File: src/rtl/line_mem_responder_pkg.sv
// Shared definitions for line_mem_responder: state encoding, line geometry and
// the enabled-byte search used by the LMR_SKIP_UNMASKED_EN build.
package lmr_defs;

   localparam int LMR_LINE_BYTES = 16;
   localparam int LMR_OFS_W      = 4;

   localparam logic [2:0] ST_IDLE  = 3'd0;
   localparam logic [2:0] ST_WRITE = 3'd1;
   localparam logic [2:0] ST_READ  = 3'd2;
   localparam logic [2:0] ST_DRAIN = 3'd3;
   localparam logic [2:0] ST_DONE  = 3'd4;

   // Lowest enabled byte index at or above 'from'; LMR_LINE_BYTES when none remain.
   function automatic logic [LMR_OFS_W:0] next_masked(
      input logic [LMR_LINE_BYTES-1:0] mask,
      input logic [LMR_OFS_W:0]        from
   );
      logic [LMR_OFS_W:0] idx;
      idx = (LMR_OFS_W+1)'(LMR_LINE_BYTES);
      for (int i = LMR_LINE_BYTES - 1; i >= 0; i--) begin
         if (mask[i] && (i >= int'(from)))
            idx = (LMR_OFS_W+1)'(i);
      end
      return idx;
   endfunction

endpackage

File: src/rtl/line_mem_responder.sv
// Byte-serial cache-line responder: writes a masked line then/or reads a line
// through an 8-bit RAM port. Define LMR_SKIP_UNMASKED_EN to skip disabled bytes.
module line_mem_responder
   import lmr_defs::*;
#(
   parameter int LINE_BYTES = LMR_LINE_BYTES,
   parameter int ADDR_W     = 32
) (
   input  logic                    CLK,
   input  logic                    RST,
   input  logic                    req_read,
   input  logic                    req_write,
   input  logic [ADDR_W-1:0]       req_addr,
   input  logic [8*LINE_BYTES-1:0] req_data,
   input  logic [LINE_BYTES-1:0]   req_mask,
   output logic [8*LINE_BYTES-1:0] rsp_data,
   output logic                    busy,
   output logic                    done,
   output logic [ADDR_W-1:0]       ram_addr,
   output logic                    ram_wr,
   output logic [7:0]              ram_dout,
   input  logic [7:0]              ram_din
);

   localparam int               OFS_W    = LMR_OFS_W;
   localparam int               BASE_W   = ADDR_W - OFS_W;
   localparam logic [OFS_W-1:0] LAST_OFS = OFS_W'(LINE_BYTES - 1);

   logic [2:0]              state_q, state_d;
   logic [OFS_W-1:0]        cnt_q, cnt_d;
   logic [BASE_W-1:0]       base_q;
   logic [8*LINE_BYTES-1:0] data_q;
   logic [LINE_BYTES-1:0]   mask_q;
   logic                    rd_q;
   logic                    accept;
   logic                    wr_last;
   logic                    unused_addr_bits;

   assign accept           = (state_q == ST_IDLE) && (req_read || req_write);
   assign unused_addr_bits = ^req_addr[OFS_W-1:0];

`ifdef LMR_SKIP_UNMASKED_EN
   logic [OFS_W:0] first_wr;
   logic [OFS_W:0] next_wr;

   assign first_wr = next_masked(req_mask, '0);
   assign next_wr  = next_masked(mask_q, {1'b0, cnt_q} + 1'b1);
   assign wr_last  = next_wr[OFS_W];
`else
   assign wr_last  = (cnt_q == LAST_OFS);
`endif

   always_comb begin
      state_d = state_q;
      cnt_d   = cnt_q;
      case (state_q)
         ST_IDLE: begin
            cnt_d = '0;
            if (req_write) begin
`ifdef LMR_SKIP_UNMASKED_EN
               if (first_wr[OFS_W]) begin
                  state_d = req_read ? ST_READ : ST_DONE;
               end else begin
                  state_d = ST_WRITE;
                  cnt_d   = first_wr[OFS_W-1:0];
               end
`else
               state_d = ST_WRITE;
`endif
            end else if (req_read) begin
               state_d = ST_READ;
            end
         end
         ST_WRITE: begin
            if (wr_last) begin
               state_d = rd_q ? ST_READ : ST_DONE;
               cnt_d   = '0;
            end else begin
`ifdef LMR_SKIP_UNMASKED_EN
               cnt_d = next_wr[OFS_W-1:0];
`else
               cnt_d = cnt_q + 1'b1;
`endif
            end
         end
         ST_READ: begin
            cnt_d = cnt_q + 1'b1;
            if (cnt_q == LAST_OFS)
               state_d = ST_DRAIN;
         end
         ST_DRAIN: state_d = ST_DONE;
         ST_DONE:  state_d = ST_IDLE;
         default:  state_d = ST_IDLE;
      endcase
   end

   // Request fields are frozen at accept; inputs are ignored until back in IDLE.
   always_ff @(posedge CLK) begin
      if (RST) begin
         state_q <= ST_IDLE;
         cnt_q   <= '0;
         base_q  <= '0;
         data_q  <= '0;
         mask_q  <= '0;
         rd_q    <= 1'b0;
      end else begin
         state_q <= state_d;
         cnt_q   <= cnt_d;
         if (accept) begin
            base_q <= req_addr[ADDR_W-1:OFS_W];
            data_q <= req_data;
            mask_q <= req_mask;
            rd_q   <= req_read;
         end
      end
   end

   // RAM data lags the address by one cycle, so byte gi lands while cnt_q = gi+1.
   generate
      for (genvar gi = 0; gi < LINE_BYTES; gi++) begin : g_rsp
         logic       cap;
         logic [7:0] byte_q;

         assign cap = ((gi < LINE_BYTES - 1) && (state_q == ST_READ) &&
                       (cnt_q == OFS_W'(gi + 1)))
                   || ((gi == LINE_BYTES - 1) && (state_q == ST_DRAIN));

         always_ff @(posedge CLK) begin
            if (RST)
               byte_q <= '0;
            else if (cap)
               byte_q <= ram_din;
         end

         assign rsp_data[8*gi +: 8] = byte_q;
      end
   endgenerate

   always_comb begin
      ram_addr = '0;
      ram_wr   = 1'b0;
      ram_dout = '0;
      if ((state_q == ST_WRITE) || (state_q == ST_READ))
         ram_addr = {base_q, cnt_q};
      if (state_q == ST_WRITE) begin
         ram_wr   = mask_q[cnt_q];
         ram_dout = data_q[8*cnt_q +: 8];
      end
   end

   assign busy = (state_q == ST_WRITE) || (state_q == ST_READ) || (state_q == ST_DRAIN);
   assign done = (state_q == ST_DONE);

endmodule

File: config.mk
export PLATFORM = sky130hd
export DESIGN_NAME = line_mem_responder
export DESIGN_NICKNAME = d
export VERILOG_FILES = /design/src/rtl/line_mem_responder_pkg.sv /design/src/rtl/line_mem_responder.sv
export SDC_FILE = /design/constraint.sdc
export NUM_CORES = 1
export LEC_CHECK = 0
export CAP_MARGIN = 20
export CORE_UTILIZATION = 40
export CTS_BUF_LIST = sky130_fd_sc_hd__clkbuf_4
export DETAILED_ROUTE_END_ITERATION = 16
export PLACE_DENSITY = 0.72
export SETUP_SLACK_MARGIN = 0.3
export SYNTH_ARGS = -nofsm -noshare
export SYNTH_HDL_FRONTEND = slang
export SYNTH_SLANG_ARGS = --single-unit
File: constraint.sdc
create_clock -name CLK -period 2.78 [get_ports CLK]
set_input_delay 0.278 -clock CLK [delete_from_list [all_inputs] [get_ports CLK]]
set_output_delay 0.278 -clock CLK [all_outputs]
set_load 0.01 [all_outputs]
* After elaboration in Yosys (flattened, before gate mapping)
Cells that the tools add are included.
** Word-level totals
- Register bits after elaboration :: 308
- Output and inout port bits :: 171
- Word-level logic and storage cells :: 82
** Operators by class
- Add/sub/neg operators :: 1
- Reduce and logical (&&, ||, !) cells :: 22
- Muxes and demuxes :: 13
- Equality and inequality tests :: 22
- Magnitude comparators :: 1
- Shifts and indexed selects :: 1
** Operator list (count)
- variable part select 128 x 8 -> 8 bit :: 1
- equality test 4 bit, second input constant :: 8
- two-way mux 32 bit :: 1
- equality test 4 x 3 -> 1 bit, second input constant :: 4
- logical AND 1 bit :: 16
- two-way mux 3 bit :: 5
- case mux 3 bit (4 select lines) :: 1
- case mux 4 bit (3 select lines) :: 1
- equality test 4 x 2 -> 1 bit, second input constant :: 2
- two-way mux 8 bit :: 1
- equality test 3 x 2 -> 1 bit, second input constant :: 2
- < comparator 4 x 5 -> 1 bit, second input constant :: 1
- adder 4 x 1 -> 4 bit, second input constant :: 1
- binary-select mux 1 bit (select 4 bit) :: 1
- equality test 4 x 1 -> 1 bit, second input constant :: 1
- two-way mux 4 bit :: 1
- != test 2 bit, second input constant :: 2
- equality test 3 x 1 -> 1 bit, second input constant :: 1
- equality test 3 bit, second input constant :: 1
- zero test 3 bit :: 1
- logical OR 1 bit :: 3
- != test 3 bit, second input constant :: 1
- AND reduction 3 bit :: 1
- nonzero test 3 bit :: 1
- two-way mux 1 bit :: 2

* Depth between registers and ports, before layout
- Depth after elaboration :: 3
- Gate-level depth with buffers :: 10

* Worst setup path before layout
No wires, ideal clock.
- Kind :: register to register
- Start :: register cnt_q[0]
- End :: register g_rsp[13].byte_q[7]
- Arrival :: 1.957 ns
- Period minus slack after synthesis :: 2.085 ns
- Setup slack :: 0.695 ns
- Cell stages (with the launch flop) :: 11
- Required time :: 2.652 ns
- Path through :: dfxtp_1 buf_6 clkbuf_1 inv_2 ha_1 and4bb_1 buf_4 and3_4 buf_8 mux2i_1 nor2_1
** On the way
- Longest elaborated chain between the ends :: 2
** Ends and longest elaborated chain
- from (decl) :: line line_mem_responder.sv:30 : logic [OFS_W-1:0] cnt_q, cnt_d;
- from (signal assigned) :: line line_mem_responder.sv:108 : cnt_q <= cnt_d;
- equality test 4 bit :: line line_mem_responder.sv:125 : (cnt_q == OFS_W'(gi + 1)))
- logical AND 1 bit :: line line_mem_responder.sv:124 : assign cap = ((gi < LINE_BYTES - 1) && (state_q == ST_READ) &&
- to (signal assigned) :: line line_mem_responder.sv:132 : byte_q <= ram_din;
- to (decl) :: line line_mem_responder.sv:122 : logic [7:0] byte_q;
Every way passes these cells.
A chain may end at the register's enable or synchronous reset.

* Final worst setup path
- Start :: register cnt_q[1]
- End :: output port ram_dout[3]
** On the way
- Longest elaborated chain between the ends :: 2
** Ends and longest elaborated chain
- variable part select 128 x 8 -> 8 bit :: line line_mem_responder.sv:147 : ram_dout = data_q[8*cnt_q +: 8];
- two-way mux 8 bit :: line line_mem_responder.sv:145 : if (state_q == ST_WRITE) begin
- to (decl) :: line line_mem_responder.sv:21 : output logic [7:0] ram_dout,
Every way passes these cells.

==> results.json <==
{
  "cp.required_ns": 2.50,
  "cts-buffers-inserted": 82,
  "final_hold_viol_count": 0,
  "maxSlewViolCount": 0,
  "cellPowerDensity_mw_per_mm2": 792,
  "grt_usage": 0.234,
  "arrival_ns": 2.38,
  "synth-edff-count": 0,
  "ys_seq_area_frac": 0.483,
  "status": "complete, no violations",
  "rsz0062_at_grt": "true",
  "num_vias": 12088,
  "htree_num_levels": 3,
  "die_w_um": 181,
  "hp-class": "in2reg",
  "routed_wirelength_um": 39200,
  "ys.flop_type": "dfxtp_1",
  "cp-end-kind": "output port",
  "drtIter0Drc": 718,
  "die-area_mm2": 0.0326,
  "nets": 2079,
  "yosys_warnings": 0,
  "syn_to_final_growth_pct": 42.8,
  "wl_per_cell_um": 16.7,
  "antenna_left": 0,
  "cts_tree": "done",
  "finClkSkew_ns": 0.0710,
  "num_rows": 65,
  "synth.distinct_cells": 55,
  "hpwl_um": 26100,
  "start_kind": "flop",
  "finalCritPeriodShare": 0.955,
  "ios": 359,
  "overflow": 0,
  "grt_pass1_vias": 11591,
  "ir_drop_v": 0.000409,
  "fmax_mhz": 377,
  "cp_max_fo": 7,
  "max_cap_viol_count": 0,
  "syn_nets": 1697,
  "async_reset_ff_frac": 0,
  "die_h_um": 181,
  "grt_first_pass_wirelength_um": 61000,
  "finalSetupViolCount": 0,
  "fin_crit_ns": 2.66,
  "port_buffers": 354,
  "worst_pin_slew_ns": 0.983,
  "clock-root-buffer": "clkbuf_4",
  "fillers": 2788,
  "clock_sinks": 308,
  "slew_headroom": 0.342,
  "first_pass_iters": 5,
  "clock_latency_ns": 0.71,
  "crit_type": "reg2out",
  "grt_max_degree": 101,
  "cts.reportedPaths.clkPinSlew_ns": 0.07,
  "start_util": 0.405,
  "clockBufferDepth": 3,
  "synthCells": 1505,
  "holdWs_ns": 0.0979,
  "post-route-drc-count": 0,
  "antenna_found_initial": 3,
  "drive_gt1_frac": 0.179,
  "coreArea_mm2": 0.0315,
  "via_per_inst": 5.15,
  "avgSynthCellArea_um2": 8.48,
  "p_leak_uw": 0.00701,
  "synth_area_mm2": 0.0128,
  "ys_seq_elements": 308,
  "place.gp.congestion": 0.846,
  "power_uw": 14400
}
## layout by cell type (no fill, tap or decap), types with 24 or more instances in the layout
cell type        count
a21oi_1            248
and2_4              24
buf_4               36
buf_6               39
clkbuf_4           131
clkdlybuf4s50_1    310
dfxtp_1            301
mux2i_1             72
mux4_2              25
nand2_1            442
nand3_1             74
nor2_1              66
## power breakdown
part / leakage (uW) / switching, uW / internal [uW] / total [uW]
Sequential: 0.00252 / 357 / 5060 / 5410
Clock: 0.000625 / 1870 / 2130 / 4000
Combinational: 0.00387 / 2640 / 2370 / 5010
Total: 0.00701 / 4870 / 9560 / 14400
## critical path: stages, from the launching register on
cell      delay (ns)
dfxtp_4         0.41
buf_6           0.12
buf_6           0.08
mux4_2          0.48
o211ai_1        0.30
o221ai_2        0.16
buf_2           0.17
## what timing repair did
| action | CTS | global route |
|---|---|---|
| endpoints found under the setup margin | 43 | 46 |
| gates cloned | 3 | 1 |
| setup buffers | 28 | 7 |
| pin swaps | 11 | 21 |
| gates resized for setup | 209 | 68 |
| hold buffers | 1 | 0 |
| hold endpoints to repair | 8 | 0 |
## logic make-up (layout without fill, tap and decap cells)
kind of cell,Yosys count,count (layout),share of synthesized area
fa+ha+maj,5,5,0.00471
compound gates,286,286,0.120
other cells,0,2,0
simple gates,649,649,0.219
flops,308,308,0.483
mux,101,101,0.107
buf+inv,155,594,0.0649
xor+xnor,1,1,0.000687
## through the flow
stage / std cells / utilization / cell area [um^2] / TNS, ns / setup slack (ns)
2_1_floorplan: 1505 / - / 12800 / 0 / 0.695
3_3_place_gp: 2165 / 0.526 / 16500 / 0 / 0.248
3_5_place_dp: 2165 / 0.526 / 16500 / 0 / 0.247
4_1_cts: 2338 / 0.571 / 18000 / 0 / 0.0307
5_1_grt: 2347 / 0.579 / 18200 / -0.0207 / -0.0207
6_report: 2348 / 0.579 / 18200 / 0 / 0.124
## sequential cells by signal, indices dropped and copies added, names as in the netlist
register / count
state_q: 3
g_rsp.byte_q: 128
mask_q: 16
base_q: 28
data_q: 128
rd_q: 1
cnt_q: 4
## layout make-up
cell class | count | area, um^2 | area share
Timing Repair Buffer | 431 | 4460 | 0.245
Clock buffer | 131 | 983 | 0.0540
Sequential cell | 308 | 6180 | 0.340
Tap cell | 402 | 503 | 0.0276
Antenna cell | 2 | 5.00 | 0.000275
Inverter | 22 | 85.1 | 0.00467
Multi-Input combinational cell | 1042 | 5930 | 0.325
Clock inverter | 10 | 65.1 | 0.00357
## metal layers
metal	share of wire	global-route usage	wire length, um
met5	0.00033	0	13
met4	0.031	0.0913	1220
met3	0.072	0.0552	2800
met2	0.48	0.396	18800
met1	0.42	0.287	16300
## path summary, 6_finish.rpt
kind / startpoint / to / slack (ns) / cells past startpoint
min reg2reg: data_q[117] / data_q[117] / 0.45 / 2
max: cnt_q[1] / ram_dout[3] / 0.12 / 6
max reg2reg: state_q[0] / data_q[57] / 0.48 / 9
min: req_data[73] / data_q[73] / 0.1 / 3
## cells in the mapped netlist (10+ instances only)
cell type	number	share of area
dfxtp_1	308	0.48
and2_1	33	0.016
nand3_1	74	0.029
buf_2	50	0.020
inv_1	20	0.0059
clkbuf_1	54	0.016
mux4_2	22	0.039
mux2i_1	73	0.057
nand2_1	442	0.13
buf_6	14	0.012
buf_4	10	0.0059
a21oi_1	249	0.098
nor2_1	68	0.020
Note: power is estimated with default switching activity, not from simulation.
